==> src/rtl/uart_rx_if.sv <==
// uart_rx_if: byte-side bundle of uart_rx; data/valid/ready handshake plus frame_err/overrun pulses
interface uart_rx_if;
  logic [7:0] data;
  logic valid;
  logic ready;
  logic frame_err;
  logic overrun;
  modport master (output data, valid, frame_err, overrun, input ready);
  modport slave (input data, valid, frame_err, overrun, output ready);
endinterface

==> src/rtl/uart_rx.sv <==
// uart_rx: 8N1 LSB-first UART receiver; clk/rst, rx serial line in, bus = byte holding register (data/valid/ready) with frame_err/overrun pulses
module uart_rx #(
  parameter int BAUD = 115200,
  parameter int F = 50000000
) (
  input logic clk,
  input logic rst,
  input logic rx,
  uart_rx_if.master bus
);
  localparam int CPB = F / BAUD;
  localparam int HALF = CPB / 2;
  localparam int CW = $clog2(CPB);
  localparam logic [CW-1:0] LAST = CW'(CPB - 1);
  localparam logic [CW-1:0] MID = CW'(HALF - 1);
  typedef enum logic [2:0] {IDLE, START, DATA, STOP, WAIT_HIGH} state_t;
  state_t state, state_nx;
  logic rx_m, rx_s;
  logic [CW-1:0] cnt;
  logic [2:0] idx;
  logic [7:0] shreg;
  logic tick, mid, done, byte_ok, byte_bad;
  assign tick = cnt == LAST;
  assign mid = cnt == MID;
  always_ff @(posedge clk) begin
    if (rst) begin
      rx_m <= 1'b1;
      rx_s <= 1'b1;
      cnt <= '0;
      idx <= '0;
      shreg <= '0;
    end else begin
      rx_m <= rx;
      rx_s <= rx_m;
      cnt <= (state == IDLE || state == WAIT_HIGH || (state == START && mid) || tick) ? '0 : cnt + CW'(1);
      idx <= state == DATA ? idx + {2'b00, tick} : '0;
      if (state == DATA && tick) shreg <= {rx_s, shreg[7:1]};
    end
  end
  always_ff @(posedge clk) state <= rst ? IDLE : state_nx;
  always_comb begin
    state_nx = state;
    case (state)
      IDLE: state_nx = rx_s ? IDLE : START;
      START: state_nx = mid ? (rx_s ? IDLE : DATA) : START;
      DATA: state_nx = (tick && idx == 3'd7) ? STOP : DATA;
      STOP: state_nx = tick ? (rx_s ? IDLE : WAIT_HIGH) : STOP;
      WAIT_HIGH: state_nx = rx_s ? IDLE : WAIT_HIGH;
      default: state_nx = IDLE;
    endcase
  end
  always_comb begin
    byte_ok = state == STOP && tick && rx_s;
    byte_bad = state == STOP && tick && !rx_s;
  end
  // shreg stays put until the next frame's first data tick, so it is safe to load one cycle after the stop tick
  always_ff @(posedge clk) begin
    if (rst) begin
      done <= 1'b0;
      bus.data <= 8'h00;
      bus.valid <= 1'b0;
      bus.frame_err <= 1'b0;
      bus.overrun <= 1'b0;
    end else begin
      done <= byte_ok;
      bus.frame_err <= byte_bad;
      bus.overrun <= done && bus.valid && !bus.ready;
      if (done && (!bus.valid || bus.ready)) begin
        bus.data <= shreg;
        bus.valid <= 1'b1;
      end else if (bus.valid && bus.ready) bus.valid <= 1'b0;
    end
  end
endmodule

==> src/flat_wrapper.sv <==
// flat-port wrapper written by rule: the top's interface ports become plain ports
module uart_rx_flat 
#(
  parameter int BAUD = 115200,
  parameter int F = 50000000
)
  (clk, rst, rx, bus_data, bus_valid, bus_frame_err, bus_overrun, bus_ready);
  uart_rx_if bus_i ();
  input logic clk;
  input logic rst;
  input logic rx;
  output wire logic [$bits(bus_i.data)-1:0] bus_data;
  output wire logic [$bits(bus_i.valid)-1:0] bus_valid;
  output wire logic [$bits(bus_i.frame_err)-1:0] bus_frame_err;
  output wire logic [$bits(bus_i.overrun)-1:0] bus_overrun;
  input wire logic [$bits(bus_i.ready)-1:0] bus_ready;
  assign bus_data = bus_i.data;
  assign bus_valid = bus_i.valid;
  assign bus_frame_err = bus_i.frame_err;
  assign bus_overrun = bus_i.overrun;
  assign bus_i.ready = bus_ready;
  uart_rx #(.BAUD(BAUD), .F(F)) u_core (.clk(clk), .rst(rst), .rx(rx), .bus(bus_i));
endmodule
==> config.mk <==
export PLATFORM = sky130hd
export DESIGN_NAME = uart_rx_flat
export DESIGN_NICKNAME = d
export VERILOG_FILES = /design/src/rtl/uart_rx_if.sv /design/src/rtl/uart_rx.sv /design/src/flat_wrapper.sv
export SDC_FILE = /design/constraint.sdc
export NUM_CORES = 1
export LEC_CHECK = 0
export CORE_MARGIN = 1
export CORE_UTILIZATION = 40
export CTS_BUF_LIST = sky130_fd_sc_hd__clkbuf_4 sky130_fd_sc_hd__clkbuf_8
export CTS_CLUSTER_SIZE = 12
export DETAILED_ROUTE_END_ITERATION = 8
export PLACE_DENSITY_LB_ADDON = 0.15
export SETUP_SLACK_MARGIN = 0.4
export SKIP_CTS_REPAIR_TIMING = 1
export SYNTH_ARGS = -nofsm -noshare
export SYNTH_HDL_FRONTEND = slang
export SYNTH_SLANG_ARGS = --single-unit
==> constraint.sdc <==
create_clock -name clk -period 2.3 [get_ports clk]
set_clock_uncertainty 0.05 [all_clocks]
set_input_delay 0.46 -clock clk [delete_from_list [all_inputs] [get_ports clk]]
set_output_delay 0.46 -clock clk [all_outputs]
set_load 0.05 [all_outputs]
After elaboration in Yosys (flattened, before gate mapping) --
Index checks and enable logic that the tools add are counted.
Word-level totals: register bits after elaboration 37, output and inout bits 11
Cells by class: add/subtract/negate cells 2, equal/unequal tests 7, muxes and demuxes 9, bitwise logic cells 1, reductions and logical operators 21
Operator list (number):
- 3-bit one-hot mux with 5 select lines | 1
- 1-bit logical AND | 10
- 9-bit by 1-bit adder with 9-bit output (second input constant) | 1
- 9-bit by 8-bit == test with 1-bit output (second input constant) | 1
- 9-bit == test (second input constant) | 1
- 3-bit two-way mux | 3
- 3-bit by 2-bit == test with 1-bit output (second input constant) | 2
- 3-bit == test (second input constant) | 2
- 1-bit logical OR | 4
- 1-bit two-way mux | 4
- 2-bit OR reduction | 2
- 3-bit by 1-bit adder with 3-bit output | 1
- 3-bit by 1-bit == test with 1-bit output (second input constant) | 1
- 1-bit logical NOT | 3
- 3-bit logical NOT | 1
- 2-bit two-way mux | 1
- 2-bit nonzero test | 1
- 1-bit NOT | 1

Depth between registers and ports, before layout --
Gate-level depths: netlist of run 1.
word-level depth 5, mapped depth 8

Worst setup path before layout of run 1 --
Ideal clock, no wire load.
path type register to register, start point reg u_core.cnt[0], end point reg u_core.idx[1], setup time 0.115 ns, arrival time 1.487 ns, data required time 2.135 ns, setup slack 0.647 ns, stages on the path, launching flop included 7, buffers on the path 0, clock period less this slack 1.653 ns, path through dfxtp_1 ha_1 nand4b_1 nor2_1 ha_1 ha_1 and3_1
On the way: longest elaborated chain between the ends 2
RTL lines:
- start, declared | RTL line uart_rx.sv:19 | logic [CW-1:0] cnt;
- start signal, assigned | RTL line uart_rx.sv:35 | cnt <= (state == IDLE || state == WAIT_HIGH || (state == START && mid) || tick) ? '0 : cnt + CW'(1);
- 9-bit == test | RTL line uart_rx.sv:23 | assign tick = cnt == LAST;
- 3-bit by 1-bit adder with 3-bit output | RTL line uart_rx.sv:36 | idx <= state == DATA ? idx + {2'b00, tick} : '0;
- end signal, assigned | RTL line uart_rx.sv:36
- end, declared | RTL line uart_rx.sv:20 | logic [2:0] idx;
Every way passes these cells. A chain may end at the register's enable or synchronous reset.

Worst setup path in the final report of run 1 --
start point reg u_core.cnt[0], end point reg u_core.cnt[1]
On the way: longest elaborated chain between the ends 5
RTL lines:
- parallel branches: the longest is 5 deep, another holds 9-bit by 1-bit adder with 9-bit output
Parallel ways; which one is timed is not known.

==> run summary, run 1 <==
Status = completed
CTS max path bufs = 2
Combinational share of power = 2.3%
Register area share after synthesis = 43.5%
WL/cell = 14.4 um
WL final = 3450 um
Placed insts = 231
Static leakage = 0.852 nW
Crit path launch = u_core.cnt[0]
Final Power = 1.12 mW
Post-Place Worst Slack = 493 ps
Post-synth top cells = dfxtp_1, a21oi_1, nand3_1
Syn Std Cell Area = 0.00170 sq mm
Synth Instances = 178
Layout area overhead = 15.7%
Syn nets = 187
Router iterations before antenna repair = 4
Initial antenna violation count = 0
TritonCTS buffer count = 5
Area contributors post-synth = dfxtp_1, a21oi_1, o31ai_1
Avg Cell Area, Syn = 9.57 sq um
Vias/cell = 5.58
Placer Congestion = 0.771
Final min period = 1710 ps
Vias = 1,333
Layout Utilization = 48.6%
Hold path start = u_core.rx_m
Setup TNS = 0 ps
Synth area leader = dfxtp_1
Internal = 877 uW
Setup crit end kind = flip-flop
CTS H-tree depth = 2
Top delay family on crit path = simple AND/OR/NAND/NOR gates
# IOs = 15
Sequential share of power = 57.7%
Sw power = 246 uW
RSZ-0062 raised after global routing = false
Share of layout cells above drive strength 1 = 15.3%
CTS Root Cell = clkbuf_8
Slowest-stage cell, CP = nor4_4
Period utilization = 74.3%
Post-synth cell types = 38
Grt ovf = 0
Fin worst setup slack = 591 ps
Most common cell in the netlist = dfxtp_1
Max_cap viols = 0
Net Sw Frac = 21.9%
Largest net degree at the start of global routing = 20
Async SR Flop Fraction = 0%
Fin area = 0.00197 sq mm
Final #Nets = 197
Synth Register Bits = 37
Buf/Inv on CP = 1
Remaining antenna violation count = 0
Die height = 67.3 um
All-Layer GR Usage = 18.5%
CTS Sinks = 37
Setup crit start kind = flip-flop
Vias in the first global route = 1,300
Pwr per Cell Area = 569 mW/mm^2
Clk pwr share = 39.9%
DRC = 0
Max-slew headroom = 51.3%
Ant. Diodes = 0
Placeable core area = 0.00406 sq mm
Max incr delay on CP = 610 ps
Most common flop cell mapped by yosys = dfxtp_1
Worst path cell trace = inv_1 > ha_1 > nand4bb_1 > nor4_4 > nor3b_2
Fill cells = 377
Initial core utilization = 42.0%
CP arrival = 1810 ps
Worst IR drop on VDD = 0.233 mV
HP Class = reg2reg
Placement Cell Area = 0.00185 sq mm
Worst-Margin Slew = 725 ps
Worst endpoint required time = 2400 ps
Final Hold Fails = 0
Max Clock Freq = 0.585 GHz
First-pass GRT wire length = 6220 um
CTS tree = built
Initial DRC count = 101
R2r startpoint = u_core.cnt[0]
Final Setup Violations = 0
Final non-filler cell total = 239
Worst-Skew Late Latency = 290 ps
EDFF count, synth = 0
Kind of critical path = reg2reg
Clk pin slew, worst setup/hold paths = 70 ps
Die Wd = 67.3 um
Yosys top cell area share = 43.5%
Max FO, Critical Path = 9
Die area = 0.00453 sq mm
Yosys warnings = 0
Slew Viols, Final = 0
Post-DP HPWL = 2390 um
Port buffer count = 14
Row cnt = 23
Fin Hold WS = 365 ps
## worst reg2reg max path: stages, from the launching register on
cell       delay [ps]
dfxtp_1           360
inv_1              70
ha_1              150
nand4bb_1         230
nor4_4            610
nor3b_2           110
## cell type report
class | count | area (sq um) | area share (%)
Multi-Input combinational cell | 121 | 870 | 44.1
Sequential cell | 37 | 741 | 37.6
Timing Repair Buffer | 17 | 190 | 9.64
Clock buffer | 6 | 76.3 | 3.87
Tap cell | 50 | 62.6 | 3.17
Inverter | 6 | 22.5 | 1.14
Clock inverter | 2 | 10.0 | 0.508
## worst paths after layout
path | endpoint | slack [ps] | depth (start not counted)
worst min-delay path | u_core.rx_s | 370 | 1
worst min register to register | u_core.rx_s | 370 | 1
worst max register to register | u_core.cnt[1] | 590 | 5
worst max-delay path | u_core.cnt[1] | 590 | 5
## power groups by stage
stage          sequential [mW]  combinational [mW]  clock (mW)
2_1_floorplan            0.660              0.0183           0
3_3_place_gp             0.663              0.0242           0
3_5_place_dp             0.663              0.0251           0
4_1_cts                  0.648              0.0252       0.462
5_1_grt                  0.649              0.0299       0.501
6_report                 0.648              0.0263       0.448
## kinds of logic (layout without fill, tap and decap cells)
logic type,after synthesis,in the layout,synth area share (%)
adders and majority gates,5,5,3.67
AOI/OAI and AO/OA,47,47,17.9
xor gates and xnor gates,4,4,2.06
DFF,37,37,43.5
buffers and inverters,20,31,6.09
and+or+nand+nor,65,65,26.8
## sequential cells by signal (all words and copies together) (netlist names)
signal,flops
u_core.cnt,9
u_core.bus.data,8
u_core.shreg,8
u_core.idx,3
u_core.state,3
u_core.bus.frame_err,1
u_core.bus.overrun,1
u_core.bus.valid,1
u_core.done,1
u_core.rx_m,1
u_core.rx_s,1
## cells in the final DEF, fill, tap and decap left out, drive strengths merged, types with 4 or more instances in the layout
master,count
clkbuf,6
dlymetal6s2s,11
a211oi,5
dfxtp,37
or3,4
o31ai,9
o21ai,12
inv,6
ha,5
a21oi,17
nand4,10
nand3,13
nor3,8
nand2,4
## layer usage
layer  up-vias  wire, um  GRT usage, %
met1       628      1540          20.3
met2        24      1730          33.3
met5         -         0             0
met3         5       121          5.24
met4         0        59          7.18
li1        676         -             -
Note: power is estimated with default switching activity, not from simulation.
==> run 2, diff against run 1 <==
==> constraint.sdc (replaced) <==
create_clock -name clk -period 1.59 [get_ports clk]
set_clock_uncertainty 0.05 [all_clocks]
set_input_delay 0.318 -clock clk [delete_from_list [all_inputs] [get_ports clk]]
set_output_delay 0.318 -clock clk [all_outputs]
set_load 0.05 [all_outputs]
==> run summary, run 2 (synthesized netlist as in run 1, its figures left out) <==
Status = completed (unchanged)
Placer Congestion = 0.788 (was 0.771)
Clk pin slew, worst setup/hold paths = 70 ps (about the same)
First-pass GRT wire length = 5890 um (was 6220 um)
Net Sw Frac = 20.9% (was 21.9%)
Max_cap viols = 0 (unchanged)
Final min period = 1540 ps (was 1710 ps)
Max FO, Critical Path = 3 (was 9)
Setup crit end kind = flip-flop (unchanged)
Max FFs per register = 9 (unchanged)
Most frequent cells in the layout = dfxtp_1, a21oi_1, buf_4, dfxtp_2 (was dfxtp_1, a21oi_1, nand3_1)
Largest net degree at the start of global routing = 20 (unchanged)
CTS Root Cell = clkbuf_8 (unchanged)
Worst-Margin Slew = 357 ps (was 725 ps)
CTS max path bufs = 2 (unchanged)
Share of layout cells above drive strength 1 = 41.7% (was 15.3%)
Setup crit start kind = flip-flop (unchanged)
Static leakage = 0.775 nW (was 0.852 nW)
Placeable core area = 0.00406 sq mm (unchanged)
Biggest regs = u_core.cnt (9), u_core.bus.data (8), u_core.shreg (8) (unchanged)
CTS H-tree depth = 2 (unchanged)
Vias = 1,413 (was 1,333)
Vias/cell = 5.56 (was 5.58)
Initial core utilization = 42.0% (unchanged)
All-Layer GR Usage = 18.0% (was 18.5%)
CTS Sinks = 37 (unchanged)
Worst-Skew Late Latency = 290 ps (about the same)
Die height = 67.3 um (unchanged)
Final #Nets = 213 (was 197)
Final Hold Fails = 0 (unchanged)
Ant. Diodes = 0 (unchanged)
Most common cell after layout, fill and taps aside = dfxtp_1 (unchanged)
TritonCTS buffer count = 5 (unchanged)
Die area = 0.00453 sq mm (unchanged)
Remaining antenna violation count = 0 (unchanged)
Worst IR drop on VDD = 0.423 mV (was 0.233 mV)
Port buffer count = 14 (unchanged)
Grt ovf = 0 (unchanged)
# IOs = 15 (unchanged)
Fin area = 0.00227 sq mm (was 0.00197 sq mm)
WL/cell = 14.8 um (was 14.4 um)
Initial DRC count = 78 (was 101)
CP arrival = 1700 ps (was 1810 ps)
Layout Utilization = 56.0% (was 48.6%)
Layout area overhead = 33.3% (was 15.7%)
Internal = 1.31 mW (was 877 uW)
Placed insts = 242 (was 231)
Slew Viols, Final = 0 (unchanged)
Pwr per Cell Area = 731 mW/mm^2 (was 569 mW/mm^2)
Row cnt = 23 (unchanged)
Period utilization = 96.9% (was 74.3%)
WL final = 3760 um (was 3450 um)
Worst endpoint required time = 1750 ps (was 2400 ps)
RSZ-0062 raised after global routing = true (was false)
Vias in the first global route = 1,302 (was 1,300)
CTS tree = built (unchanged)
Initial antenna violation count = 0 (unchanged)
Die Wd = 67.3 um (unchanged)
Max Clock Freq = 0.649 GHz (was 0.585 GHz)
DRC = 0 (unchanged)
Final non-filler cell total = 254 (was 239)
Router iterations before antenna repair = 4 (unchanged)
Placement Cell Area = 0.00200 sq mm (was 0.00185 sq mm)
Setup TNS = 0 ps (unchanged)
Clk pwr share = 40.6% (was 39.9%)
Post-DP HPWL = 2540 um (was 2390 um)
Most flops, register = u_core.cnt (unchanged)
Max-slew headroom = 76.2% (was 51.3%)
Combinational share of power = 3.0% (was 2.3%)
HP Class = reg2reg (unchanged)
Final Setup Violations = 0 (unchanged)
Sw power = 346 uW (was 246 uW)
Kind of critical path = reg2reg (unchanged)
Sequential share of power = 56.3% (was 57.7%)
==> run 2: power by group through the flow <==
stage,combinational [mW],clock [mW],sequential (mW)
floorplan,0.0271,0,0.955
global placement,0.0398,0,0.957
detailed placement,0.0415,0,0.957
CTS,0.0414,0.693,0.936
global route,0.0544,0.742,0.935
finish,0.0502,0.675,0.935
==> run 2: cell type report <==
cell class	count	area, sq um
Clock buffer	7	90.1
Fill cell	376	1790
Inverter	6	22.5
Multi-Input combinational cell	122	971
Sequential cell	37	763
Tap cell	50	62.6
Timing Repair Buffer	32	362
==> run 2: worst max-delay path, cell delays in order (launching register included) <==
cell and delay (ps):
dfxtp_2 340, inv_2 50, ha_4 150, nand4b_1 130, nor2_2 60, ha_2 190
ha_4 160, xnor2_2 140, nor3_2 190
==> run 2: final timing paths <==
| check | cells past startpoint | slack [ps] | endpoint | from |
|---|---|---|---|---|
| setup / recovery | 8 | 50 | u_core.idx[2] | u_core.cnt[1] |
| hold / removal | 1 | 360 | u_core.rx_s | u_core.rx_m |
| setup reg to reg | 8 | 50 | u_core.idx[2] | u_core.cnt[1] |
| hold reg to reg | 1 | 360 | u_core.rx_s | u_core.rx_m |
==> run 2: per-stage QoR <==
step / hold slack [ps] / power, mW / setup WS (ps)
detailed placement: 351 / 0.999 / -129
finish: 364 / 1.66 / 49.8
global placement: 346 / 0.997 / -16.9
global route: 385 / 1.73 / -44.0
floorplan: 339 / 0.982 / -31.1
CTS: 368 / 1.67 / -30.4
==> run 2: routing by layer <==
| metal | routed length (um) | up-vias | track usage [%] |
|---|---|---|---|
| met5 | 0 | - | 0 |
| met4 | 50 | 0 | 8.24 |
| met1 | 1610 | 662 | 19.8 |
| met2 | 1940 | 28 | 30.9 |
| met3 | 156 | 5 | 6.08 |
| li1 | - | 718 | - |
==> run 3, diff against run 2 <==
--- a/config.mk
+++ b/config.mk
@@ -5,6 +5,7 @@
 export SDC_FILE = /design/constraint.sdc
 export NUM_CORES = 1
 export LEC_CHECK = 0
+export ABC_AREA = 1
 export CORE_MARGIN = 1
 export CORE_UTILIZATION = 40
 export CTS_BUF_LIST = sky130_fd_sc_hd__clkbuf_4 sky130_fd_sc_hd__clkbuf_8
==> run summary, run 3 <==
Status = completed (unchanged)
Vias = 1,322 (was 1,413)
Worst Hold Depth = 4 (was 1)
Max-slew headroom = 74.2% (was 76.2%)
Row cnt = 21 (was 23)
Buf/Inv on CP = 4 (was 1)
Fin Hold WS = 277 ps (was 364 ps)
M1 WL = 1560 um (was 1610 um)
Remaining antenna violation count = 0 (unchanged)
Kind of critical path = reg2reg (unchanged)
WL/cell = 13.5 um (was 14.8 um)
Avg Cell Area, Syn = 7.98 sq um (was 9.57 sq um)
Yosys top cell area share = 49.1% (was 43.5%)
WL final = 3610 um (was 3760 um)
Pwr per Cell Area = 826 mW/mm^2 (was 731 mW/mm^2)
R2r startpoint = u_core.cnt[1] (unchanged)
CTS H-tree depth = 2 (unchanged)
Critical Path Stages = 9 (was 8)
Most flops, register = u_core.cnt (unchanged)
Met3 wire len = 146 um (was 156 um)
Worst-Margin Slew = 386 ps (was 357 ps)
Die area = 0.00402 sq mm (was 0.00453 sq mm)
Post-synth top cells = dfxtp_1, nor2_1, inv_1 (was dfxtp_1, a21oi_1, nand3_1)
Most common flop cell mapped by yosys = dfxtp_1 (unchanged)
Biggest regs = u_core.cnt (9), u_core.bus.data (8), u_core.shreg (8) (unchanged)
R2R cell count = 9 (was 8)
CP dominant cell by count = buf_4 (was ha_4)
Placeable core area = 0.00347 sq mm (was 0.00406 sq mm)
Top delay family on crit path = buffers and inverters (was adder cells)
Slowest-stage cell, CP = dfxtp_2 (unchanged)
All-Layer GR Usage = 16.3% (was 18.0%)
# IOs = 15 (unchanged)
Fin area = 0.00223 sq mm (was 0.00227 sq mm)
Max FO, Critical Path = 5 (was 3)
Post-Place Worst Slack = -31.3 ps (was -129 ps)
Grt ovf = 0 (unchanged)
CP arrival = 1700 ps (about the same)
Setup TNS = 0 ps (unchanged)
Post-DP HPWL = 2060 um (was 2540 um)
Layout area overhead = 48.0% (was 33.3%)
Placement Cell Area = 0.00183 sq mm (was 0.00200 sq mm)
Max incr delay on CP = 340 ps (about the same)
Final non-filler cell total = 268 (was 254)
Static leakage = 0.828 nW (was 0.775 nW)
Most common cell in the netlist = dfxtp_1 (unchanged)
CTS max path bufs = 2 (unchanged)
First-pass GRT wire length = 5090 um (was 5890 um)
Worst endpoint required time = 1770 ps (was 1750 ps)
CTS Sinks = 37 (unchanged)
Final min period = 1520 ps (was 1540 ps)
CTS tree = built (unchanged)
FF-to-FF End = u_core.shreg[2] (was u_core.idx[2])
Period utilization = 95.6% (was 96.9%)
Port buffer count = 14 (unchanged)
Yosys warnings = 0 (unchanged)
Router iterations before antenna repair = 4 (unchanged)
Largest net degree at the start of global routing = 19 (was 20)
Syn Std Cell Area = 0.00151 sq mm (was 0.00170 sq mm)
Synth Instances = 189 (was 178)
Ant. Diodes = 0 (unchanged)
Die Wd = 63.4 um (was 67.3 um)
EDFF count, synth = 0 (unchanged)
Placer Congestion = 0.822 (was 0.788)
Met2 WL post-DR = 1800 um (was 1940 um)
HP Class = in2reg (was reg2reg)
Max FFs per register = 9 (unchanged)
Synth Register Bits = 37 (unchanged)
TritonCTS buffer count = 5 (unchanged)
DRC = 0 (unchanged)
Setup crit start kind = flip-flop (unchanged)
Fill cells = 293 (was 376)
Final Hold Fails = 0 (unchanged)
RSZ-0062 raised after global routing = true (unchanged)
Placed insts = 248 (was 242)
Clk pin slew, worst setup/hold paths = 80 ps (was 70 ps)
Die height = 63.4 um (was 67.3 um)
Synth area leader = dfxtp_1 (unchanged)
Fin worst setup slack = 69.9 ps (was 49.8 ps)
Max Clock Freq = 0.658 GHz (was 0.649 GHz)
Top sig layer = met4 (unchanged)
Post-synth cell types = 27 (was 38)
Final Setup Violations = 0 (unchanged)
Slew Viols, Final = 0 (unchanged)
Vias in the first global route = 1,224 (was 1,302)
Setup crit end kind = flip-flop (unchanged)
Initial antenna violation count = 0 (unchanged)
Initial DRC count = 87 (was 78)
Async SR Flop Fraction = 0% (unchanged)
Most frequent cells in the layout = dfxtp_1, inv_1, nor2_1 (was dfxtp_1, a21oi_1, buf_4, dfxtp_2)
Syn nets = 198 (was 187)
Initial core utilization = 43.5% (was 42.0%)
Share of layout cells above drive strength 1 = 41.0% (was 41.7%)
Max_cap viols = 0 (unchanged)
Most common cell after layout, fill and taps aside = dfxtp_1 (unchanged)
Reg2Reg Setup Slack = 70 ps (was 50 ps)
Crit path launch = u_core.cnt[1] (unchanged)
Worst IR drop on VDD = 0.394 mV (was 0.423 mV)
Crit path capture = u_core.shreg[2] (was u_core.idx[2])
Final #Nets = 230 (was 213)
Vias/cell = 4.93 (was 5.56)
Worst path cell trace = inv_2 > ha_4 > buf_4 > nand2_4 > nor2_4 > nand3_4 > buf_6 > buf_4 > a21oi_1 (was inv_2 > ha_4 > nand4b_1 > nor2_2 > ha_2 > ha_4 > xnor2_2 > nor3_2)
Worst-Skew Late Latency = 300 ps (was 290 ps)
Register area share after synthesis = 49.1% (was 43.5%)
Area contributors post-synth = dfxtp_1, nor2_1, a21oi_1 (was dfxtp_1, a21oi_1, o31ai_1)
CTS Root Cell = clkbuf_8 (unchanged)
-- run 3: cell count changes after synthesis, moves of 4 or more --
cell      before  now
a211oi_2       4    0
clkbuf_1       5    0
inv_1          6   25
nand2_1        4   24
nand3_1       13    5
nand4_1       10    3
nor2_1         3   27
o31ai_1        9    0
or3_1          4    0
-- run 3: worst min-delay path by stage --
| stage | start | slack [ps] | end |
|---|---|---|---|
| floorplan | u_core.rx_m | 340 | u_core.rx_s |
| global placement | u_core.rx_m | 350 | u_core.rx_s |
| detailed placement | u_core.rx_m | 350 | u_core.rx_s |
| CTS | u_core.rx_m | 380 | u_core.rx_s |
| global route | bus_ready | 310 | u_core.bus.overrun |
| finish | bus_ready | 280 | u_core.bus.overrun |
-- run 3: tightest hold or removal path, delay by kind of cell --
family / cells / cell delay (ps)
buf+inv: 2 / 160
simple gates: 2 / 100
-- run 3: through the flow --
stage / util [%] / power (mW)
2_1_floorplan: - / 0.980
3_3_place_gp: 52.7 / 0.994
3_5_place_dp: 52.7 / 0.996
4_1_cts: 56.2 / 1.84
5_1_grt: 64.3 / 1.90
6_report: 64.3 / 1.84
-- run 3: layer usage --
metal	vias up	global-route usage, %
met4	0	8.52
met1	616	20.2
met5	-	0
met3	14	4.35
met2	26	25.8
li1	666	-
-- run 3: final cells by class --
type / instances / area, sq um / share of cell area (%)
Sequential cell: 37 / 762 / 34.2
Clock inverter: 2 / 37.5 / 1.68
Multi-Input combinational cell: 121 / 797 / 35.7
Tap cell: 46 / 57.6 / 2.58
Clock buffer: 6 / 82.6 / 3.70
Timing Repair Buffer: 28 / 384 / 17.2
Inverter: 28 / 110 / 4.94
-- run 3: where the power goes --
group | leakage, nW | switching [mW] | internal, mW
Combinational | 0.465 | 0.0323 | 0.0227
Sequential | 0.306 | 0.00534 | 0.928
Clock | 0.0574 | 0.346 | 0.510
-- run 3: cell families (layout without fill, tap and decap cells) --
logic type / Yosys count / after routing / share of synthesized area (%)
buffers and inverters: 32 / 64 / 8.63
xor gates and xnor gates: 4 / 4 / 2.32
and+or+nand+nor: 73 / 74 / 22.6
adders and majority gates: 5 / 5 / 4.15
AOI/OAI and AO/OA: 38 / 38 / 13.2
DFF: 37 / 37 / 49.1
